## src/rtl/axis_in_fifo.sv

```systemverilog
// axis_in_fifo: AXI-Stream slave front-end for the FIR dataflow.
// Buffers incoming samples in a DEPTH-entry first-word-fall-through FIFO.
// Each entry carries its own end-of-frame bit. Frame length is checked
// against a programmed value, and any mismatch is reported.
//
// State table
//   IDLE  | waiting for ap_start; upstream held off
//   RUN   | accepting samples until the final one of the frame
//   DRAIN | upstream held off; waiting for the final sample to be popped
//   DONE  | one-cycle axis_finish pulse, then back to IDLE
//
// Ports
//   clk, rst            clock, asynchronous active-high reset
//   ap_start            frame start pulse (honoured only in IDLE)
//   data_length         samples per frame, 0 = ended by tlast only
//   ss_tvalid/tdata/tlast/tready   upstream AXI-Stream slave
//   strm_data/last/valid, fir_ready  downstream FIFO head and pop enable
//   axis_finish         pulse after the final sample has been popped
//   len_err             sticky frame-length mismatch flag
//   sample_cnt          samples accepted in the current frame
//   level               FIFO occupancy
module axis_in_fifo #(
    parameter int pDATA_WIDTH = 32,
    parameter int DEPTH       = 4,
    parameter int pCNT_WIDTH  = 32
) (
    input  logic                       clk,
    input  logic                       rst,
    input  logic                       ap_start,
    input  logic [pCNT_WIDTH-1:0]      data_length,
    input  logic                       ss_tvalid,
    input  logic [pDATA_WIDTH-1:0]     ss_tdata,
    input  logic                       ss_tlast,
    output logic                       ss_tready,
    output logic [pDATA_WIDTH-1:0]     strm_data,
    output logic                       strm_last,
    output logic                       strm_valid,
    input  logic                       fir_ready,
    output logic                       axis_finish,
    output logic                       len_err,
    output logic [pCNT_WIDTH-1:0]      sample_cnt,
    output logic [$clog2(DEPTH):0]     level
);

    localparam int AW = $clog2(DEPTH);

    typedef enum logic [1:0] {IDLE, RUN, DRAIN, DONE} state_t;

    state_t state, state_nxt;

    logic [AW:0]              wr_ptr, rd_ptr;
    logic [pDATA_WIDTH-1:0]   mem_data [DEPTH];
    logic                     mem_last [DEPTH];

    logic                     full, empty, push, pop;
    logic [pCNT_WIDTH-1:0]    cnt_inc;
    logic                     len_hit, is_final, len_mismatch;

    // Pointers carry one extra wrap bit so full and empty can be told apart.
    assign full  = (wr_ptr[AW] != rd_ptr[AW]) && (wr_ptr[AW-1:0] == rd_ptr[AW-1:0]);
    assign empty = (wr_ptr == rd_ptr);

    assign push = ss_tvalid & ss_tready;
    assign pop  = strm_valid & fir_ready;

    assign cnt_inc      = sample_cnt + pCNT_WIDTH'(1);
    assign len_hit      = (data_length != '0) && (cnt_inc == data_length);
    assign is_final     = ss_tlast | len_hit;
    assign len_mismatch = (data_length != '0) && (ss_tlast != len_hit);

    assign strm_data  = mem_data[rd_ptr[AW-1:0]];
    assign strm_last  = mem_last[rd_ptr[AW-1:0]];
    assign strm_valid = ~empty;
    assign level      = wr_ptr - rd_ptr;

    // State register
    always_ff @(posedge clk or posedge rst) begin
        if (rst) state <= IDLE;
        else     state <= state_nxt;
    end

    // Next-state logic
    always_comb begin
        state_nxt = state;
        case (state)
            IDLE:    if (ap_start) state_nxt = RUN;
            RUN:     if (push && is_final) state_nxt = DRAIN;
            DRAIN:   if (pop && strm_last) state_nxt = DONE;
            DONE:    state_nxt = IDLE;
            default: state_nxt = IDLE;
        endcase
    end

    // Outputs decoded from registered state; ss_tready never looks at ss_tvalid.
    always_comb begin
        ss_tready   = 1'b0;
        axis_finish = 1'b0;
        case (state)
            RUN:     ss_tready   = ~full;
            DONE:    axis_finish = 1'b1;
            default: ;
        endcase
    end

    // FIFO storage and pointers. Reset clears the storage so the head reads 0.
    always_ff @(posedge clk or posedge rst) begin
        if (rst) begin
            wr_ptr <= '0;
            rd_ptr <= '0;
            for (int i = 0; i < DEPTH; i++) begin
                mem_data[i] <= '0;
                mem_last[i] <= 1'b0;
            end
        end else begin
            if (push) begin
                mem_data[wr_ptr[AW-1:0]] <= ss_tdata;
                mem_last[wr_ptr[AW-1:0]] <= is_final;
                wr_ptr <= wr_ptr + 1'b1;
            end
            if (pop) rd_ptr <= rd_ptr + 1'b1;
        end
    end

    // Frame bookkeeping
    always_ff @(posedge clk or posedge rst) begin
        if (rst) begin
            sample_cnt <= '0;
            len_err    <= 1'b0;
        end else if (state == IDLE && ap_start) begin
            sample_cnt <= '0;
            len_err    <= 1'b0;
        end else if (push) begin
            sample_cnt <= cnt_inc;
            // tlast and the programmed length disagree on where the frame ends.
            if (is_final && len_mismatch) len_err <= 1'b1;
        end
    end

endmodule

```

## config.mk

```make
export PLATFORM = sky130hd
export DESIGN_NAME = axis_in_fifo
export DESIGN_NICKNAME = d
export VERILOG_FILES = /design/src/rtl/axis_in_fifo.sv
export SDC_FILE = /design/constraint.sdc
export NUM_CORES = 1
export LEC_CHECK = 0
export CORE_UTILIZATION = 41
export CTS_CLUSTER_SIZE = 12
export DETAILED_ROUTE_END_ITERATION = 16
export DONT_BUFFER_PORTS = 1
export SYNTH_ARGS = -nofsm -noshare
export SYNTH_HDL_FRONTEND = slang
export SYNTH_SLANG_ARGS = --single-unit
export TNS_END_PERCENT = 50
```

## constraint.sdc

```tcl
create_clock -name clk -period 8.2 [get_ports clk]
set_input_delay 1.64 -clock clk [delete_from_list [all_inputs] [get_ports clk]]
set_output_delay 1.64 -clock clk [all_outputs]
set_load 0.02 [all_outputs]
```

==> flow_metrics.env, run 1 <==
export IMPL_grtUsageTotal=0.2028
export IMPL_final_common_cell="dfrtp_1"
export IMPL_die_h_um=149.2
export IMPL_tightest_slew_ns=1.089
export IMPL_synthesis_instances=719
export IMPL_synth_top_cell_area_share=0.4874
export IMPL_ys_flop_type="dfrtp_1"
export IMPL_grt_pass1_vias=6166
export IMPL_synth_area_top_cells="dfrtp_1 49%, mux2_2 16%, mux4_2 8.4%"
export IMPL_fin_skew_ns=0.01485
export IMPL_crit_type="primary input to register"
export IMPL_cts_num_sinks=173
export IMPL_root_buffer="clkbuf_16"
export IMPL_ys_seq_area_frac=0.4874
export IMPL_port_buffers=0
export IMPL_insertion_delay_ns=0.43
export IMPL_nets=786
export IMPL_cp_start_kind="primary input"
export IMPL_diodes=0
export IMPL_initial_core_util=0.4199
export IMPL_grt_pass1_wl_mm=34.27
export IMPL_async_flop_share=1.000
export IMPL_area_sequential_um2=4332
export IMPL_antenna_left=0
export IMPL_worstPathMaxFanout=5
export IMPL_final_layout_size_suffix_gt1_frac=0.2983
export IMPL_drtIter0Drc=267
export IMPL_syn_num_nets=804
export IMPL_die_area_um2=22260
export IMPL_die_w_um=149.2
export IMPL_pwr_share_comb=0.382
export IMPL_pin_count=142
export IMPL_syn2layout_area_growth_pct=9.128
export IMPL_powerDensity_nw_per_um2=361.7
export IMPL_switching_share=0.3689
export IMPL_switchingPower_mw=1.293
export IMPL_synth_seq_cells=173
export IMPL_overflow=0
export IMPL_hpwlAfterDp_mm=14.43
export IMPL_post_cts_buffers=0
export IMPL_fill_cells=1892
export IMPL_final_cell_mix="171 x dfrtp_1, 129 x mux2_2, 41 x xnor2_1"
export IMPL_num_vias=5725
export IMPL_max_cap_viol_count=0
export IMPL_outcome="finished, final reports clean"
export IMPL_dr_pass1_iters=4
export IMPL_cts_buffer_depth=2
export IMPL_synth_edff_count=0
export IMPL_slew_viol_final=0
export IMPL_viasPerCell=5.789
export IMPL_clk_pin_slew_ns=0.07
export IMPL_core_area_um2=21150
export IMPL_tritoncts="yes"
export IMPL_antenna_found_initial=0
export IMPL_synth_top_cell_by_area="dfrtp_1"
export IMPL_final_hold_viol_count=0
export IMPL_relSlewSlack=0.2714
export IMPL_setup_tns_ns=0
export IMPL_cts_resized=0
export IMPL_gp_congestion=0.8647
export IMPL_setup_viol=0
export IMPL_fin_crit_ns=4.385
export IMPL_cp_data_required_time_ns=8.53
export IMPL_cts_buffers=17
export IMPL_netlist_area_um2=8882
export IMPL_grt_start_max_net_pins=92
export IMPL_yosys_warnings=0
export IMPL_cp_end_kind="register"
export IMPL_avgSynthCellArea_um2=12.35
export IMPL_cts_hold_buf=0
export IMPL_rows=53
export IMPL_worstHoldPathType="register to register"
export IMPL_multiInputGateArea_um2=4342
export IMPL_wl_mm=21.43
export IMPL_p_seq_frac=0.392
export IMPL_irDropWorstVdd_mv=0.1765
export IMPL_wl_per_cell_um=21.67
export IMPL_grt_setup_unrepaired="no"
export IMPL_max_freq_ghz=0.2281
export IMPL_utilization=0.4582
export IMPL_drc=0
export IMPL_leakagePower_nw=4.057
export IMPL_p_clk_frac=0.226
export IMPL_ys_types=58
export IMPL_internal_power_mw=2.213
export IMPL_worstPathArrival_ns=4.72
export IMPL_cts_max_level=4
export IMPL_fin_crit_sh=0.5347
[cell families after synthesis]
logic type,share of synthesized area
mux,0.2483
buf+inv,0.02493
flops,0.4874
compound gates,0.03719
fa+ha+maj,0.02198
xor+xnor,0.06987
simple gates,0.1103
[synth_stat cells (2+ instances only)]
cell and n:
clkbuf_1 29, buf_1 5, nand3_1 21, mux4_2 33
or4_1 4, o21ai_0 23, or3_1 12, nand4_1 11
mux2_2 129, a21oi_1 10, and3_1 3, nand2_1 43
or2_2 2, dfrtp_1 173, nor3_1 15, o211ai_1 3
nand4b_1 2, o21a_1 2, and4_1 4, inv_1 15
nor2_1 39, xor2_1 28, buf_2 5, o221ai_1 2
and2_1 6, ha_1 14, nor4_1 15, xnor2_1 41
[registers in the layout (all words and copies together), names as in the netlist]
name	cells
len_err	1
mem_data	128
mem_last	4
rd_ptr	3
sample_cnt	32
state	2
wr_ptr	3
[power groups by stage]
stage | combinational, mW | sequential, mW | clock (mW)
after floorplan | 1.12 | 1.33 | 0
after global placement | 1.32 | 1.35 | 0
after detailed placement | 1.36 | 1.39 | 0
after CTS | 1.37 | 1.37 | 0.814
after global routing | 1.44 | 1.42 | 0.848
final | 1.34 | 1.37 | 0.794
[metrics by stage]
step	hold slack, ns	power [mW]	instances	setup WS [ns]	area (um^2)
after global placement	0.4704	2.670	957	3.612	9109
after floorplan	0.4446	2.450	719	1.872	8882
final	0.4949	3.506	989	3.815	9693
after detailed placement	0.4816	2.756	957	3.409	9109
after global routing	0.5076	3.706	989	3.573	9693
after CTS	0.4950	3.557	989	3.858	9693
[layer usage]
layer  part of all wire  GRT usage
met3              0.077    0.07064
met1               0.41     0.2460
met5                  0          0
met2               0.50     0.3433
met4             0.0094    0.05102
[critical path: stages]
cell and delay (ns):
xor2_1 0.14, o21ai_1 0.11, nand4_1 0.09, or4_1 0.52, or4_1 0.54, nor4_1 0.29
nand4_1 0.17, ha_1 0.26, nand2b_1 0.18, a222oi_1 0.48, o21ai_0 0.18, o21ai_0 0.13
[area by class of cell]
class	instances	area share
Sequential cell	173	0.4469
Timing Repair Buffer	4	0.003098
Inverter	15	0.006325
Clock inverter	14	0.01497
Multi-Input combinational cell	490	0.4479
Tap cell	275	0.03550
Clock buffer	18	0.04531
[worst paths after layout]
kind / startpoint / to / slack (ns) / cells past startpoint
hold reg to reg: rd_ptr[2]$_DFFE_PP0P_ / rd_ptr[2]$_DFFE_PP0P_ / 0.49 / 1
setup / recovery: data_length[4] / state[0]$_DFFE_PP0P_ / 3.82 / 12
hold / removal: rd_ptr[2]$_DFFE_PP0P_ / rd_ptr[2]$_DFFE_PP0P_ / 0.49 / 1
max in group asynchronous: rst / mem_data[25]$_DFFE_PP0P_ / 5.41 / 2
setup reg to reg: sample_cnt[0]$_DFFE_PP0P_ / state[0]$_DFFE_PP0P_ / 3.92 / 13
min in group asynchronous: rst / mem_data[120]$_DFFE_PP0P_ / 1.25 / 1
No activity file was read; power rests on OpenSTA's default activity.
==> inputs of run 2 (changes only) <==
==> constraint.sdc (replaced) <==
create_clock -name clk -period 4.06 [get_ports clk]
set_input_delay 0.812 -clock clk [delete_from_list [all_inputs] [get_ports clk]]
set_output_delay 0.812 -clock clk [all_outputs]
set_load 0.02 [all_outputs]
==> run 2 against run 1 <==
  * Sequential power grew 100%
  * Largest power group unchanged
  * Sequential share of layout area down 1.1 points
  * Final cell count up 3.1%
  * Critical endpoint is now state[1]$_DFFE_PP0P_
  * Core utilization is 1.2 points higher
  * Routed wire length shrank 0.19%
  * Clock power is 100% higher
  * Worst setup slack worse by 3.6 ns
  * Highest routed layer unchanged
  * Power increased by 100%
  * Combinational power grew 110%
  * Sequential cell count did not move
==> flow_metrics.env, run 2 (synthesis gave the netlist of run 1 again) <==
export IMPL_syn2layout_area_growth_pct=12.00
export IMPL_crit_type="register to register"
export IMPL_setup_tns_ns=0
export IMPL_diodes=0
export IMPL_slowest_stage="dfrtp_1"
export IMPL_port_buffers=0
export IMPL_fill_cells=1881
export IMPL_pwr_share_comb=0.386
export IMPL_die_area_um2=22260
export IMPL_rows=53
export IMPL_utilization=0.4703
export IMPL_p_clk_frac=0.227
export IMPL_crit_chain="and4_1, and2_1, nand2_1, o21a_1, or4_1, a31oi_1, nand4_1, ha_1, nand2b_1, a222oi_1, buf_4, nand2_1, o21ai_0"
export IMPL_irDropWorstVdd_mv=0.3261
export IMPL_grt_start_max_net_pins=174
export IMPL_fin_skew_ns=0.01829
export IMPL_root_buffer="clkbuf_16"
export IMPL_antenna_left=0
export IMPL_wl_mm=21.39
export IMPL_worstPathArrival_ns=4.20
export IMPL_dr_pass1_iters=5
export IMPL_powerDensity_nw_per_um2=716.3
export IMPL_grtUsageTotal=0.1997
export IMPL_grt_setup_unrepaired="no"
export IMPL_wl_per_cell_um=20.97
export IMPL_viasPerCell=5.674
export IMPL_max_freq_ghz=0.2591
export IMPL_tritoncts="yes"
export IMPL_worstPathMaxFanout=8
export IMPL_cts_buffer_depth=2
export IMPL_startpoint="sample_cnt[15]$_DFFE_PP0P_"
export IMPL_pin_count=142
export IMPL_cts_max_level=4
export IMPL_slew_viol_final=0
export IMPL_worst_slack_ns=0.2003
export IMPL_p_seq_frac=0.387
export IMPL_internal_power_mw=4.497
export IMPL_worst_path_largest_cell_delay_ns=0.58
export IMPL_final_common_cell="dfrtp_1"
export IMPL_final_cell_mix="170 x dfrtp_1, 129 x mux2_2, 41 x xnor2_1"
export IMPL_relSlewSlack=0.3251
export IMPL_cts_buffers=17
export IMPL_critPathCapture="state[1]$_DFFE_PP0P_"
export IMPL_reg_top3="mem_data x128, sample_cnt x32, mem_last x4"
export IMPL_clk_pin_slew_ns=0.08
export IMPL_setup_viol=0
export IMPL_largest_register="mem_data"
export IMPL_outcome="finished, final reports clean"
export IMPL_reg2reg_from="sample_cnt[15]$_DFFE_PP0P_"
export IMPL_drc=0
export IMPL_hpwlAfterDp_mm=14.71
export IMPL_switchingPower_mw=2.629
export IMPL_r2r_cells=13
export IMPL_worstHoldPathType="primary input to async pin"
export IMPL_core_area_um2=21150
export IMPL_cp_end_kind="register"
export IMPL_cp_data_required_time_ns=4.40
export IMPL_switching_share=0.3689
export IMPL_gp_congestion=0.8725
export IMPL_overflow=0
export IMPL_cts_hold_buf=0
export IMPL_cp_start_kind="register"
export IMPL_grt_pass1_vias=6204
export IMPL_final_layout_size_suffix_gt1_frac=0.3289
export IMPL_die_h_um=149.2
export IMPL_final_hold_viol_count=0
export IMPL_die_w_um=149.2
export IMPL_fin_crit_sh=0.9507
export IMPL_drtIter0Drc=266
export IMPL_initial_core_util=0.4199
export IMPL_insertion_delay_ns=0.43
export IMPL_rrSetupSlack_ns=0.20
export IMPL_tightest_slew_ns=1.012
export IMPL_fin_crit_ns=3.860
export IMPL_nets=817
export IMPL_antenna_found_initial=0
export IMPL_rr_endpoint="state[1]$_DFFE_PP0P_"
export IMPL_leakagePower_nw=4.212
export IMPL_max_cap_viol_count=0
export IMPL_cts_num_sinks=173
export IMPL_num_vias=5787
export IMPL_grt_pass1_wl_mm=33.61
export IMPL_crit_path_frequent_cell="nand2_1"
export IMPL_preCtsSetupSlack_ns=0.1425
export IMPL_largest_reg_flops=128
[run 2: power by group through the flow]
stage	logic, mW	clock network [mW]	registers, mW
after floorplan	2.27	0	2.68
after global routing	2.97	1.74	2.83
final	2.75	1.62	2.75
after CTS	2.79	1.67	2.76
after global placement	2.72	0	2.71
after detailed placement	2.78	0	2.79
[run 2: worst min-delay path by stage]
| stage | slack [ns] | to | startpoint |
|---|---|---|---|
| after floorplan | 0.44 | mem_last[1]$_DFFE_PP0P_ | mem_last[1]$_DFFE_PP0P_ |
| after global placement | 0.47 | mem_last[3]$_DFFE_PP0P_ | mem_last[3]$_DFFE_PP0P_ |
| after detailed placement | 0.47 | mem_last[3]$_DFFE_PP0P_ | mem_last[3]$_DFFE_PP0P_ |
| after CTS | 0.49 | mem_last[3]$_DFFE_PP0P_ | mem_last[3]$_DFFE_PP0P_ |
| after global routing | 0.49 | mem_data[11]$_DFFE_PP0P_ | ss_tdata[11] |
| final | 0.45 | state[1]$_DFFE_PP0P_ | rst |
[run 2: stage by stage]
stage / cell area (um^2) / hold slack [ns] / cells / power (mW)
2_1_floorplan: 8886 / 0.4446 / 719 / 4.948
3_3_place_gp: 9345 / 0.4715 / 987 / 5.428
3_5_place_dp: 9345 / 0.4707 / 987 / 5.577
4_1_cts: 9940 / 0.4873 / 1019 / 7.217
5_1_grt: 9948 / 0.4913 / 1020 / 7.540
6_report: 9948 / 0.4481 / 1020 / 7.126
[run 2: routing by layer]
| layer | track usage | wire, um | up-vias |
|---|---|---|---|
| li1 | - | - | 2618 |
| met1 | 0.2427 | 8781 | 2989 |
| met2 | 0.3391 | 10790 | 167 |
| met3 | 0.06881 | 1644 | 13 |
| met4 | 0.04745 | 174 | 0 |
| met5 | 0 | 0 | - |
[run 2: cell type report]
class	instances	area [um^2]	area share
Timing Repair Buffer	35	275.3	0.02767
Inverter	15	60.06	0.006037
Multi-Input combinational cell	490	4342	0.4364
Sequential cell	173	4333	0.4355
Tap cell	275	344.1	0.03459
Clock inverter	15	168.9	0.01698
Clock buffer	17	425.4	0.04276
[run 2: timing repair]
item,CTS,global route
gates resized for setup,0,1
setup buffers,0,1
endpoints found under the setup margin,0,2
[run 2: worst max-delay path: cells and delay by family (launching register included)]
| kind | cells | cell delay (ns) |
|---|---|---|
| simple gates | 7 | 1.68 |
| compound gates | 4 | 1.05 |
| flops | 1 | 0.58 |
| fa+ha+maj | 1 | 0.26 |
| buf+inv | 1 | 0.19 |
